File: src/rtl/cpu_pkg.sv
// Shared definitions for the 16-bit pipelined CPU: write-back source selects,
// write-back stage state encoding and the register-write qualifier.
package cpu_pkg;

    localparam logic [1:0] WB_ALU  = 2'd0;
    localparam logic [1:0] WB_LOAD = 2'd1;
    localparam logic [1:0] WB_PCS  = 2'd2;

    localparam int LOAD_TIMEOUT_DEF = 15;

    typedef enum logic [1:0] {
        WB_IDLE      = 2'd0,
        WB_LOAD_WAIT = 2'd1,
        WB_HALTED    = 2'd2
    } wb_state_e;

    // R0 is hard-wired to zero when zero_ro is set, so its writes are dropped.
    function automatic logic wb_write_en(input logic       we,
                                         input logic [3:0] rd,
                                         input logic       zero_ro);
        return we && !(zero_ro && (rd == 4'd0));
    endfunction

endpackage

File: src/rtl/wb_load_timer.sv
// Load wait counter: cleared outside a load, counts cycles without data and
// flags the last allowed wait cycle.
module wb_load_timer #(
    parameter int LIMIT = 15,
    parameter int CNT_W = 8
) (
    input  logic clk,
    input  logic rst,
    input  logic clr,
    input  logic en,
    output logic expired
);

    localparam logic [CNT_W-1:0] LAST_CNT = CNT_W'(LIMIT - 1);

    logic [CNT_W-1:0] count_r;

    // Wait-cycle counter.
    always_ff @(posedge clk) begin
        if (rst) begin
            count_r <= {CNT_W{1'b0}};
        end else if (clr) begin
            count_r <= {CNT_W{1'b0}};
        end else if (en) begin
            count_r <= count_r + {{(CNT_W-1){1'b0}}, 1'b1};
        end else begin
            count_r <= count_r;
        end
    end

    assign expired = (count_r == LAST_CNT);

endmodule

File: src/rtl/wb_stage.sv
// Writeback stage: retires MEM-stage instructions into the register file,
// waits for multi-cycle loads (with timeout) and latches HLT.
module wb_stage
    import cpu_pkg::*;
#(
    parameter int LOAD_TIMEOUT = LOAD_TIMEOUT_DEF,
    parameter bit ZERO_REG_RO  = 1'b1
) (
    input  logic        clk,
    input  logic        rst,
    input  logic        mem_valid,
    input  logic        mem_reg_write,
    input  logic [3:0]  mem_rd,
    input  logic [1:0]  mem_wb_sel,
    input  logic [15:0] mem_alu_result,
    input  logic [15:0] mem_pc_plus2,
    input  logic        mem_halt,
    input  logic [15:0] dmem_rdata,
    input  logic        dmem_rvalid,
    output logic [3:0]  DstReg,
    output logic        WriteReg,
    output logic [15:0] DstData,
    output logic        wb_stall,
    output logic        halt_out,
    output logic        load_err,
    output logic [15:0] retired_count
);

    wb_state_e   state_r;
    wb_state_e   state_next_s;
    logic        accept_s;
    logic        load_accept_s;
    logic        expired_s;
    logic        timer_clr_s;
    logic        timer_en_s;
    logic        write_s;
    logic        retire_s;
    logic        set_err_s;
    logic [3:0]  dst_reg_s;
    logic [15:0] dst_data_s;
    logic [3:0]  ld_rd_r;
    logic        ld_we_r;

    assign accept_s      = mem_valid && !wb_stall && (state_r != WB_HALTED);
    assign load_accept_s = accept_s && !mem_halt && (mem_wb_sel == WB_LOAD);

    wb_load_timer #(
        .LIMIT (LOAD_TIMEOUT),
        .CNT_W (8)
    ) u_timer (
        .clk     (clk),
        .rst     (rst),
        .clr     (timer_clr_s),
        .en      (timer_en_s),
        .expired (expired_s)
    );

    // State register.
    always_ff @(posedge clk) begin
        if (rst) begin
            state_r <= WB_IDLE;
        end else begin
            state_r <= state_next_s;
        end
    end

    // Next-state logic.
    always_comb begin
        state_next_s = state_r;
        case (state_r)
            WB_IDLE: begin
                if (accept_s && mem_halt) begin
                    state_next_s = WB_HALTED;
                end else if (load_accept_s) begin
                    state_next_s = WB_LOAD_WAIT;
                end else begin
                    state_next_s = WB_IDLE;
                end
            end
            WB_LOAD_WAIT: begin
                if (dmem_rvalid || expired_s) begin
                    state_next_s = WB_IDLE;
                end else begin
                    state_next_s = WB_LOAD_WAIT;
                end
            end
            WB_HALTED: state_next_s = WB_HALTED;
            default:   state_next_s = WB_IDLE;
        endcase
    end

    // Next values for the register-file port, retire/error strobes and timer control.
    always_comb begin
        write_s     = 1'b0;
        retire_s    = 1'b0;
        set_err_s   = 1'b0;
        timer_clr_s = 1'b1;
        timer_en_s  = 1'b0;
        dst_reg_s   = DstReg;
        dst_data_s  = DstData;
        case (state_r)
            WB_IDLE: begin
                if (accept_s && !mem_halt && (mem_wb_sel != WB_LOAD)) begin
                    retire_s = 1'b1;
                    write_s  = wb_write_en(mem_reg_write, mem_rd, ZERO_REG_RO);
                    if (write_s) begin
                        dst_reg_s  = mem_rd;
                        dst_data_s = (mem_wb_sel == WB_PCS) ? mem_pc_plus2 : mem_alu_result;
                    end else begin
                        dst_reg_s  = DstReg;
                        dst_data_s = DstData;
                    end
                end else if (accept_s && mem_halt) begin
                    retire_s = 1'b1;
                end else begin
                    retire_s = 1'b0;
                end
            end
            WB_LOAD_WAIT: begin
                timer_clr_s = 1'b0;
                // Data on the expiry edge still completes the load.
                if (dmem_rvalid) begin
                    retire_s = 1'b1;
                    write_s  = wb_write_en(ld_we_r, ld_rd_r, ZERO_REG_RO);
                    if (write_s) begin
                        dst_reg_s  = ld_rd_r;
                        dst_data_s = dmem_rdata;
                    end else begin
                        dst_reg_s  = DstReg;
                        dst_data_s = DstData;
                    end
                end else if (expired_s) begin
                    set_err_s = 1'b1;
                end else begin
                    timer_en_s = 1'b1;
                end
            end
            WB_HALTED: begin
                retire_s = 1'b0;
            end
            default: begin
                retire_s = 1'b0;
            end
        endcase
    end

    // Output and load-context registers.
    always_ff @(posedge clk) begin
        if (rst) begin
            DstReg        <= 4'd0;
            WriteReg      <= 1'b0;
            DstData       <= 16'd0;
            wb_stall      <= 1'b0;
            halt_out      <= 1'b0;
            load_err      <= 1'b0;
            retired_count <= 16'd0;
            ld_rd_r       <= 4'd0;
            ld_we_r       <= 1'b0;
        end else begin
            DstReg        <= dst_reg_s;
            WriteReg      <= write_s;
            DstData       <= dst_data_s;
            wb_stall      <= (state_next_s != WB_IDLE);
            halt_out      <= halt_out || (state_next_s == WB_HALTED);
            load_err      <= load_err || set_err_s;
            retired_count <= retired_count + {15'd0, retire_s};
            if (load_accept_s) begin
                ld_rd_r <= mem_rd;
                ld_we_r <= mem_reg_write;
            end else begin
                ld_rd_r <= ld_rd_r;
                ld_we_r <= ld_we_r;
            end
        end
    end

endmodule
File: config.mk
export PLATFORM = sky130hd
export DESIGN_NAME = wb_stage
export DESIGN_NICKNAME = d
export VERILOG_FILES = /design/src/rtl/cpu_pkg.sv /design/src/rtl/wb_load_timer.sv /design/src/rtl/wb_stage.sv
export SDC_FILE = /design/constraint.sdc
export NUM_CORES = 1
export LEC_CHECK = 0
export ABC_AREA = 1
export BUFFER_PORTS_ARGS = -buffer_cell sky130_fd_sc_hd__buf_2
export CAP_MARGIN = 5
export CORE_MARGIN = 3
export CORE_UTILIZATION = 52
export DETAILED_ROUTE_END_ITERATION = 12
export PLACE_DENSITY_LB_ADDON = 0.25
export SETUP_SLACK_MARGIN = 0.2
export SYNTH_ARGS = -nofsm -noshare
export SYNTH_HDL_FRONTEND = slang
export SYNTH_SLANG_ARGS = --single-unit
export TNS_END_PERCENT = 1
File: constraint.sdc
create_clock -name clk -period 2.4 [get_ports clk]
set_input_delay 0.48 -clock clk [delete_from_list [all_inputs] [get_ports clk]]
set_output_delay 0.48 -clock clk [all_outputs]
set_load 0.02 [all_outputs]
* Word-level counts from Yosys, hierarchy flattened
Cells that the tools add are included.
** Storage, ports and cells
- Register bits after elaboration :: 55
- Bits of input ports :: 60
- Logic and storage cells :: 76
** Operators by class
- Add/sub/neg operators :: 2
- Equality and inequality tests :: 12
- Multiplexer cells :: 28
- Bitwise logic cells :: 1
- Reductions and logical operators :: 22
** Operators by type and width (count)
- two-way mux 16 bit :: 5
- one-hot mux 16 bit (2 select lines) :: 1
- adder 16 x 1 -> 16 bit :: 1
- two-way mux 4 bit :: 4
- two-way mux 1 bit :: 13
- != test 2 bit (second input constant) :: 5
- adder 8 x 1 -> 8 bit (second input constant) :: 1
- == test 8 x 4 -> 1 bit (second input constant) :: 1
- logical AND 1 bit :: 8
- logical NOT 4 bit :: 2
- one-hot mux 4 bit (2 select lines) :: 1
- == test 2 bit (second input constant) :: 3
- one-hot mux 2 bit (3 select lines) :: 1
- AND reduction 5 bit :: 1
- == test 2 x 1 -> 1 bit (second input constant) :: 2
- logical NOT 1 bit :: 4
- one-hot mux 1 bit (2 select lines) :: 2
- nonzero test 2 bit :: 2
- logical OR 1 bit :: 3
- logical NOT 2 bit :: 1
- two-way mux 2 bit :: 1
- != test 2 x 1 -> 1 bit (second input constant) :: 1
- OR reduction 2 bit :: 1
- inverter 1 bit :: 1

* Longest topological paths before layout
Gate-level depths: netlist of the first run.
- Depth after elaboration :: 10
- Mapped depth :: 15
- Gate-level depth less buffers :: 15

* Cells and area by module
Synthesis of the first run repeated with hierarchy kept, for this count alone.
** Unflattened totals
- Cell total of the unflattened synthesis :: 488
- Area, all modules :: 3034.2 um^2
** Modules (own cells, without submodules)
- wb_stage :: instances 1, cells each 432, area each 2645.0 um^2, seq. area each 940.9 um^2
- wb_load_timer :: instances 1, cells each 56, area each 389.1 um^2, seq. area each 160.2 um^2

* Worst setup path before layout of the first run
OpenSTA, ideal clock, no wires.
- Kind :: input -> register
- Start :: in mem_valid
- End :: reg retired_count[10]
- Setup time :: 0.126 ns
- Data arrival time :: 1.942 ns
- Data required time :: 2.274 ns
- Path slack :: 0.333 ns
- Stages on the path :: 15
- Path buffers :: 0
- Cells stage by stage :: inv_1 -> nor2_1 -> nand3_2 -> nor2_2 -> nand2_1 -> nand3b_1 -> ha_1 -> ha_1 -> nand2_1 -> inv_1 -> nand3_1 -> nor2_1 -> nand2_1 -> nand2_1 -> a21oi_1
** Between the ends
- Cells in the longest elaborated chain, start to end :: 7
- Elaborated cells between the ends (all ways) :: 9
- Classes of those cells :: add/sub (1); mux (3); reduce/logical (5)
** Ends and longest elaborated chain
- from (decl) :: RTL line wb_stage.sv:11 : input logic mem_valid,
- logical AND 1 bit (*) (2 in series) :: RTL line wb_stage.sv:44 : assign accept_s = mem_valid && !wb_stall && (state_r != WB_HALTED);
- logical AND 1 bit (on tied branches) :: RTL line wb_stage.sv:113, wb_stage.sv:103
- two-way mux 1 bit or logical AND 1 bit (tied branches) :: RTL line wb_stage.sv:113, wb_stage.sv:103
- two-way mux 1 bit (*) :: RTL line wb_stage.sv:103 : if (accept_s && !mem_halt && (mem_wb_sel != WB_LOAD)) begin
- one-hot mux 1 bit (2 select lines) (*) :: RTL line wb_stage.sv:101 : case (state_r)
- adder 16 x 1 -> 16 bit (*) :: RTL line wb_stage.sv:166 : retired_count <= retired_count + {15'd0, retire_s};
- to (signal assigned) :: RTL line wb_stage.sv:166
- to (decl) :: RTL line wb_stage.sv:26 : output logic [15:0] retired_count
Every way passes the cells marked *; elsewhere a longest branch is shown, timed or not.
A chain may end at the register's enable or synchronous reset.

* Worst setup path in the final report of the first run
- Start :: reg wb_stall
- End :: reg retired_count[8]
** Between the ends
- Cells in the longest elaborated chain, start to end :: 8
- Elaborated cells between the ends (all ways) :: 10
- Classes of those cells :: add/sub (1); mux (3); reduce/logical (6)
** Ends and longest elaborated chain
- from (decl) :: RTL line wb_stage.sv:23 : output logic wb_stall,
- from (signal assigned) :: RTL line wb_stage.sv:163 : wb_stall <= (state_next_s != WB_IDLE);
- logical NOT 1 bit (*) :: RTL line wb_stage.sv:44
- logical AND 1 bit (*) (2 in series) :: RTL line wb_stage.sv:44
- logical AND 1 bit (on tied branches) :: RTL line wb_stage.sv:113, wb_stage.sv:103
- two-way mux 1 bit or logical AND 1 bit (tied branches) :: RTL line wb_stage.sv:113, wb_stage.sv:103
- two-way mux 1 bit (*) :: RTL line wb_stage.sv:103
- one-hot mux 1 bit (2 select lines) (*) :: RTL line wb_stage.sv:101
- adder 16 x 1 -> 16 bit (*) :: RTL line wb_stage.sv:166
Marked as above.

==> run metrics, run 1 <==
HPWL after DPL 5800 µm; n_diodes 0; Flop pwr share 54.9%; PD cells 453 mW/mm²; clock share of power 28.4%; worst hold path class reg -> reg; Global Route Usage Sum 22.0%; fin crit share 82.8%; outcome finished clean; # IOs 100; FF-to-FF Start wb_stall; Maximum Capacitance Violations 0; vias in the first global route 3064; syn nets 570; met1 WL 3490 µm; Area Growth Syn to Fin 18.9%; CP Launch Type flip-flop; Post-Syn Area 0.00323 mm²; NetSw 0.479 mW; Synth area leaders dfxtp_1 34%, nand2_1 16%, inv_1 11%; RSZ-0062 raised after global routing no; die height 84.9 µm; Syn Inst Count 506; Synth Register Bits 55; DR pass1 iterations 4; Final Critical Period 1.99 ns; post-synthesis mux area share 0%; Seq/Total Area, Yosys 34.0%; clk sink count 55; gpl congestion 0.889; Critical path origin wb_stall; Synth Area in Adders 1.55%; peak supply drop 250 µV; WL met3 500 µm; share of cells above drive strength 1 24.7%; highest routed layer met4; Final Hold Fails 0; GR Overflow Total 0; worst-margin pin slew 0.687 ns; Worst Skew 0.00641 ns; most frequent cells in the layout 142 x nand2_1, 99 x buf_2, 93 x inv_1, 54 x dfxtp_1, 46 x nor2_1; Worst Setup EP retired_count[8]; cell taking the most area after synthesis dfxtp_1; drt drc 0; max_slew headroom 54.2%; largest family of logic cells by synthesized area simple AND/OR/NAND/NOR gates; Port Buffers 99; clock slew at reported path FFs 0.09 ns; Util after Layout 64.6%; routed len/inst 11.6 µm; number of hold buffers added after CTS 0; count of different cell masters after synthesis 27; Die Width 84.9 µm; CTS tree built; Placed Instances 666; non-filler instance count after layout 674; RR Endpoint retired_count[8]; CTS Buf Count 5; Switching Fraction 27.5%; Max clock buf depth 2; commonest non-fill, non-tap cell in the layout nand2_1; ys async rst share 0%; cell area after layout 0.00385 mm²; Placeable Area 0.00596 mm²; WS Path Type reg -> reg; die area 0.00720 mm²; worst-path maximum fanout 4; Worst R2R Setup Slack 0.41 ns; Initial Utilization 54.3%; # nets final 662; met2 wire length 3750 µm; Final ANT Viol Nets 0; leakage 2.17 nW; Vias per Instance 4.94; Post-Synth Simple-Gate Area 38.2%; Syn Area/Cell 6.39 µm²; critical path endpoint category flip-flop; warnings from Yosys 0; pin count of the biggest net entering global routing 42; setup violators final 0; Synth Area in Compound Gates 10.1%; insertion delay to the later sink of the worst-skew pair 0.31 ns; initial antenna violation count 0; H-tree lvl count 2; via count 3331; top cell type's share of synthesized area 34.0%; combinational power share 16.7%; Iter 0 DRT Violations 112; Internal 1.26 mW; global-route wire length before repair 13300 µm; critical path data arrival time 2.22 ns; predominant post-synthesis flop cell dfxtp_1; Slew Limit Fails 0; Max Freq 504 MHz; Placement Rows 28; setup TNS 0 ns; cell area after placement 0.00374 mm²; Worst Path Required 2.64 ns; EDFF count, synth 0; r2r worst-path depth 13; Routed WL 7820 µm; post-synthesis xor/xnor area fraction 1.08%; Clock Root Buffer clkbuf_8
## critical path, cell delays in order (launching register included)
cell and delay [ns]:
dfxtp_1 0.35, nor2_4 0.14, nand3_2 0.08, nor2_2 0.11, nand2_1 0.06, nand3b_1 0.10, ha_1 0.19, ha_1 0.17
nand2_1 0.07, inv_1 0.12, nand3_2 0.13, nor2_4 0.14, o21ai_0 0.09, a21oi_1 0.18
## synth_stat cells, drive strengths merged (4+ instances only)
cell and instances:
o21ai 15, nand3 50, nor2 52, nor3 4, inv 95, clkbuf 5
dfxtp 55, buf 15, nand2 146, a21oi 46, ha 4, nand4 10
## area by class of cell
class,count,area [µm²]
clock buffers,7,76.3
clock inverters,1,5.00
fillers,585,2110
inverters,95,359
multi-input cells,336,1670
flip-flops and latches,55,1100
well taps,75,93.8
repair buffers,105,541
## per-layer routing
layer,up-vias,global-route usage (%)
li1,1737,-
met1,1479,27.2
met5,-,0
met2,105,38.9
met4,0,4.89
met3,10,4.95
## cells by family (layout without fill, tap and decap cells)
logic type / count (synthesis) / after routing
simple gates: 266 / 266
buf+inv: 115 / 208
compound gates: 62 / 62
flops: 55 / 55
fa+ha+maj: 4 / 4
xor+xnor: 4 / 4
## power by group through the flow
stage	Combinational, mW	Clock (mW)	Sequential (mW)
floorplan	0.157	0	1.01
global placement	0.286	0	0.977
detailed placement	0.291	0	0.978
CTS	0.293	0.510	0.957
global route	0.333	0.556	0.961
finish	0.292	0.494	0.957
## how the worst min path moves through the flow
stage | start | to | slack, ns | depth (start not counted)
2_1_floorplan | ld_we_r | ld_we_r | 0.44 | 2
3_3_place_gp | halt_out | halt_out | 0.45 | 2
3_5_place_dp | halt_out | halt_out | 0.44 | 2
4_1_cts | halt_out | halt_out | 0.46 | 2
5_1_grt | mem_rd[0] | ld_rd_r[0] | 0.49 | 3
6_report | halt_out | halt_out | 0.46 | 2
## stage by stage
stage	setup WS, ns	hold slack (ns)	power, mW
finish	0.414	0.457	1.74
detailed placement	0.0272	0.442	1.27
CTS	0.259	0.460	1.76
global route	0.181	0.489	1.85
global placement	0.214	0.448	1.26
floorplan	0.333	0.435	1.16
## sequential cells by signal (all words and copies together) (netlist names), 2 cells and up
register         cells
retired_count       16
state_r              2
ld_rd_r              4
u_timer.count_r      8
DstData             16
DstReg               4
## what timing repair did
action                                  4_1_cts  5_1_grt
buffers inserted                              0        0
endpoints found under the setup margin        0        3
gates resized for setup                       0        6
Power figures use the tool's default switching activity.
==> run 2, diff against run 1 <==
ABC_AREA = 0   (was 1)
CORE_UTILIZATION = 45   (was 52)
clock period = 1.6 ns   (was 2.4 ns; I/O delays follow)
==> run 2 against run 1 <==
The flow now finishes with violations (negative setup slack). Setup slack got worse by 0.81 ns. Combinational power rose by 40%. Largest cell class unchanged. Highest routed layer unchanged. Area after synthesis is 15% lower. Critical path type unchanged. Cell count decreased by 26%.
==> run metrics, run 2 <==
Synth area leaders dfxtp_1 40%, mux2i_1 8.0%, a221oi_2 4.9%; Placeable Area 0.00571 mm²; Placed Instances 486; failing checks negative setup slack; initial antenna violation count 0; pin count of the biggest net entering global routing 37; outcome finished with violations; global-route wire length before repair 12000 µm; vias in the first global route 2545; max_slew headroom 53.2%; critical path endpoint category flip-flop; critical path data arrival time 2.25 ns; via count 2699; worst-path maximum fanout 6; number of hold buffers added after CTS 0; grt peak-use layer met2; worst-margin pin slew 0.700 ns; Maximum Capacitance Violations 0; top cells by count, synth 55 x dfxtp_1, 31 x nor2_1, 22 x mux2i_1, 19 x o21ai_0, 18 x nand2_1; GR Util met1 25.2%; Final ANT Viol Nets 0; H-tree lvl count 2; top cell type's share of synthesized area 40.2%; Max Freq 501 MHz; most numerous cell in the Yosys netlist dfxtp_1; met3 usage 4.74%; commonest non-fill, non-tap cell in the layout buf_2; CTS Buf Count 5; Pwr Total 2.75 mW; fin crit share 125%; GR Overflow Total 0; Synth Register Bits 55; routed len/inst 14.9 µm; die area 0.00706 mm²; insertion delay to the later sink of the worst-skew pair 0.32 ns; warnings from Yosys 0; drt drc 0; leakage 1.75 nW; Iter 0 DRT Violations 66; Top Registers DstData (16), retired_count (16), u_timer.count_r (8); non-filler instance count after layout 497; gpl congestion 0.827; Worst Skew 0.00871 ns; Seq/Total Area, Yosys 40.2%; CTS tree built; EDFF count, synth 0; Vias per Instance 5.43; CP Launch Type flip-flop; worst hold path class in -> reg; Post-Syn Area 0.00274 mm²; Final Hold Fails 0; ys async rst share 0%; most frequent cells in the layout 99 x buf_2, 51 x dfxtp_1, 38 x buf_4, 31 x nor2_1, 22 x mux2i_1; # IOs 100; clock slew at reported path FFs 0.10 ns; die height 84.0 µm; setup violators final 35; Initial Utilization 48.0%; # nets final 488; peak supply drop 599 µV; predominant post-synthesis flop cell dfxtp_1; clk sink count 55; DR pass1 iterations 4; Syn Inst Count 292; Global Route Usage Sum 20.3%; Placement Rows 27; syn nets 356; WS Path Type reg -> reg; n_diodes 0; count of different cell masters after synthesis 48; RSZ-0062 raised after global routing yes; post-placement setup slack -0.501 ns; Syn Area/Cell 9.38 µm²; HPWL after DPL 5170 µm; Slew Limit Fails 0; Port Buffers 99; post-route setup slack -0.394 ns; Routed WL 7420 µm; Max clock buf depth 2; Final Critical Period 1.99 ns; PD cells 698 mW/mm²; Clock Root Buffer clkbuf_8; Worst Path Required 1.86 ns; Area Growth Syn to Fin 43.9%; Die Width 84.0 µm; cell taking the most area after synthesis dfxtp_1; global routing usage on met2 35.1%; share of cells above drive strength 1 48.9%
-- run 2: cell count changes after synthesis, sizes merged, moves of 21 or more --
cell,delta
nor2,-21
inv,-89
nand3,-41
mux2i,+22
a21oi,-44
nand2,-128
-- run 2: logic make-up after synthesis --
family / share of synthesized area [%]
AOI/OAI and AO/OA: 20.9
xor gates and xnor gates: 5.76
adders and majority gates: 1.83
buffers and inverters: 4.98
DFF: 40.2
muxes: 8.04
and+or+nand+nor: 18.3
-- run 2: layer usage --
metal	vias to the layer above	share of wire, %	routed length (µm)
met1	1252	45	3310
met2	85	48	3570
met5	-	0	0
li1	1355	-	-
met3	7	6.1	449
met4	0	1.2	88
-- run 2: stage by stage --
stage	utilization (%)	cell area [µm²]	TNS, ns	hold WS, ns
floorplan	-	2770	-8.88	0.463
global placement	62.8	3590	-13.38	0.438
detailed placement	62.8	3590	-14.28	0.446
CTS	67.2	3840	-9.95	0.267
global route	69.1	3940	-11.84	0.295
finish	69.1	3940	-9.17	0.287
-- run 2: repair_timing --
item / CTS / global route
setup endpoints to repair: 49 / 50
resized for setup: 25 / 17
cloned: 0 / 0
endpoints found under the hold margin: 0 / 0
setup buffers: 3 / 0
pin swaps: 14 / 9
-- run 2: critical path, stage by stage (launching register included) --
cell and delay (ns):
dfxtp_4 0.35, buf_4 0.12, and3b_2 0.23, mux2i_1 0.08
o22ai_2 0.17, ha_4 0.17, ha_2 0.21, nand2_4 0.10
or3_1 0.36, a21oi_1 0.14
-- run 2: area by class of cell --
class | count | area, µm²
Sequential cell | 55 | 1110
Multi-Input combinational cell | 212 | 1730
Timing Repair Buffer | 144 | 877
Inverter | 6 | 22.5
Clock buffer | 7 | 108
Clock inverter | 1 | 8.76
Tap cell | 72 | 90.1
Fill cell | 447 | 1770
-- run 2: path summary, 6_finish.rpt --
| kind | cells after the start | end | startpoint | slack, ns |
|---|---|---|---|---|
| hold / removal | 3 | ld_we_r | mem_reg_write | 0.29 |
| hold reg to reg | 1 | halt_out | halt_out | 0.46 |
| setup / recovery | 9 | retired_count[6] | wb_stall | -0.39 |
| setup reg to reg | 9 | retired_count[6] | wb_stall | -0.39 |
-- run 2: power breakdown --
part | internal, mW | switching, mW | leakage [nW]
Combinational | 0.203 | 0.208 | 1.24
Sequential | 1.40 | 0.0247 | 0.447
Clock | 0.452 | 0.461 | 0.0600
Total | 2.06 | 0.693 | 1.75
==> run 3, diff against run 2 <==
CELL_PAD_IN_SITES_DETAIL_PLACEMENT = 1   (was default)
CELL_PAD_IN_SITES_GLOBAL_PLACEMENT = 2   (was default)
CORE_UTILIZATION = 29   (was 45)
clock period = 2.1 ns   (was 1.6 ns; I/O delays follow)
==> run 3 against run 2 <==
Sequential power fell by 24%. Final area fell by 10%. Setup slack improved by 0.50 ns. Fmax fell by 0.19%. The flow now finishes without violations. Die area rose by 51%. Worst hold slack improved by 0.096 ns. Total power fell by 27%. Cell count rose by 1.8%. Combinational power fell by 34%. Core utilization fell by 29 points. Register-to-register slack improved by 0.50 ns. Highest routed layer unchanged.
==> run metrics, run 3 (same netlist as run 2, synthesis figures left out) <==
outcome finished clean; global-route wire length before repair 12400 µm; clock slew at reported path FFs 0.10 ns; CTS tree built; critical path data arrival time 2.24 ns; footprint of the multi-input gates 0.00155 mm²; setup violators final 0; share of cells above drive strength 1 39.4%; Final Critical Period 2.00 ns; n_diodes 0; insertion delay to the later sink of the worst-skew pair 0.31 ns; cell area after placement 0.00342 mm²; die area 0.0106 mm²; Worst Skew 0.0134 ns; Area Growth Syn to Fin 29.3%; post-route setup slack 0.102 ns; die height 103 µm; critical path endpoint category flip-flop; HPWL after DPL 5980 µm; leakage 1.51 nW; Die Width 103 µm; PD cells 566 mW/mm²; RSZ-0062 raised after global routing yes; CTS Buf Count 5; setup TNS 0 ns; routed len/inst 15.8 µm; # IOs 100; Slew Limit Fails 0; Top Registers DstData (16), retired_count (16), u_timer.count_r (8); commonest non-fill, non-tap cell in the layout buf_2; Register Area 0.00110 mm²; Placement Rows 34; Clock Root Buffer clkbuf_8; combinational power share 13.5%; Routed WL 8010 µm; Maximum Capacitance Violations 0; H-tree lvl count 2; Worst R2R Setup Slack 0.10 ns; WS Path Type reg -> reg; DR pass1 iterations 4; final hold slack 0.383 ns; Global Route Usage Sum 14.6%; Iter 0 DRT Violations 63; via count 2598; worst hold path class in -> reg; most frequent cells in the layout 99 x buf_2, 53 x dfxtp_1, 31 x nor2_1, 22 x mux2i_1, 19 x o21ai_0; Port Buffers 99; # nets final 461; fin crit share 95.1%; peak supply drop 287 µV; Hold Startpoint mem_reg_write; worst-margin pin slew 0.524 ns; max_slew headroom 64.2%; Final Hold Fails 0; Switching Fraction 25.5%; number of hold buffers added after CTS 0; Max clock buf depth 2; clock share of power 32.4%; NetSw 0.512 mW; FF-to-FF Start wb_stall; initial antenna violation count 0; vias in the first global route 2510; Pwr Total 2.00 mW; Flop pwr share 54.1%; cell area after layout 0.00354 mm²; Final ANT Viol Nets 0; Setup Buffers After CTS 0; Initial Utilization 30.7%; post-placement setup slack -0.111 ns; gpl congestion 0.751; Placeable Area 0.00893 mm²; GR Overflow Total 0; Critical path origin wb_stall; Max Freq 501 MHz; Vias per Instance 5.13; CP Launch Type flip-flop; pin count of the biggest net entering global routing 37; Worst Path Required 2.34 ns; drt drc 0; worst-path maximum fanout 4; FILL cells 1073; clk sink count 55; Internal 1.49 mW
[run 3: critical path, stage by stage, from the launching register on]
cell,delay [ns]
dfxtp_2,0.33
or3b_4,0.40
o22ai_2,0.16
ha_2,0.22
and3_4,0.19
nand3_1,0.10
or4_1,0.41
a21oi_1,0.13
[run 3: power by group through the flow]
stage               combinational (mW)  sequential, mW  clock, mW
floorplan                        0.131            1.13          0
global placement                 0.271            1.11          0
detailed placement               0.274            1.11          0
CTS                              0.277            1.08      0.673
global route                     0.300            1.09      0.724
finish                           0.270            1.08      0.649
[run 3: cell type report]
class / count / share of cell area (%)
well taps: 108 / 3.81
repair buffers: 117 / 17.8
multi-input cells: 212 / 43.8
flip-flops and latches: 55 / 31.2
inverters: 6 / 0.636
clock buffers: 8 / 2.83
[run 3: path summary, 6_finish.rpt]
| check | endpoint | cells after the start |
|---|---|---|
| setup / recovery | retired_count[15] | 7 |
| hold / removal | ld_we_r | 3 |
| setup reg to reg | retired_count[15] | 7 |
| hold reg to reg | halt_out | 1 |
[run 3: what timing repair did]
action / 4_1_cts / 5_1_grt
resized for setup: 0 / 6
pin swaps: 2 / 1
endpoints found under the setup margin: 22 / 33
[run 3: per-layer routing]
metal | global-route usage [%] | routed length (µm) | vias up | part of all wire (%)
met2 | 23.7 | 3500 | 78 | 44
met4 | 3.29 | 72 | 0 | 0.90
met1 | 20.4 | 3960 | 1220 | 49
li1 | - | - | 1294 | -
met5 | 0 | 0 | - | 0
met3 | 2.41 | 472 | 6 | 5.9
[run 3: per-stage QoR]
stage	instances	utilization (%)
after detailed placement	498	38.3
after global placement	498	38.3
final	506	39.6
after floorplan	292	-
after CTS	506	39.4
after global routing	506	39.6
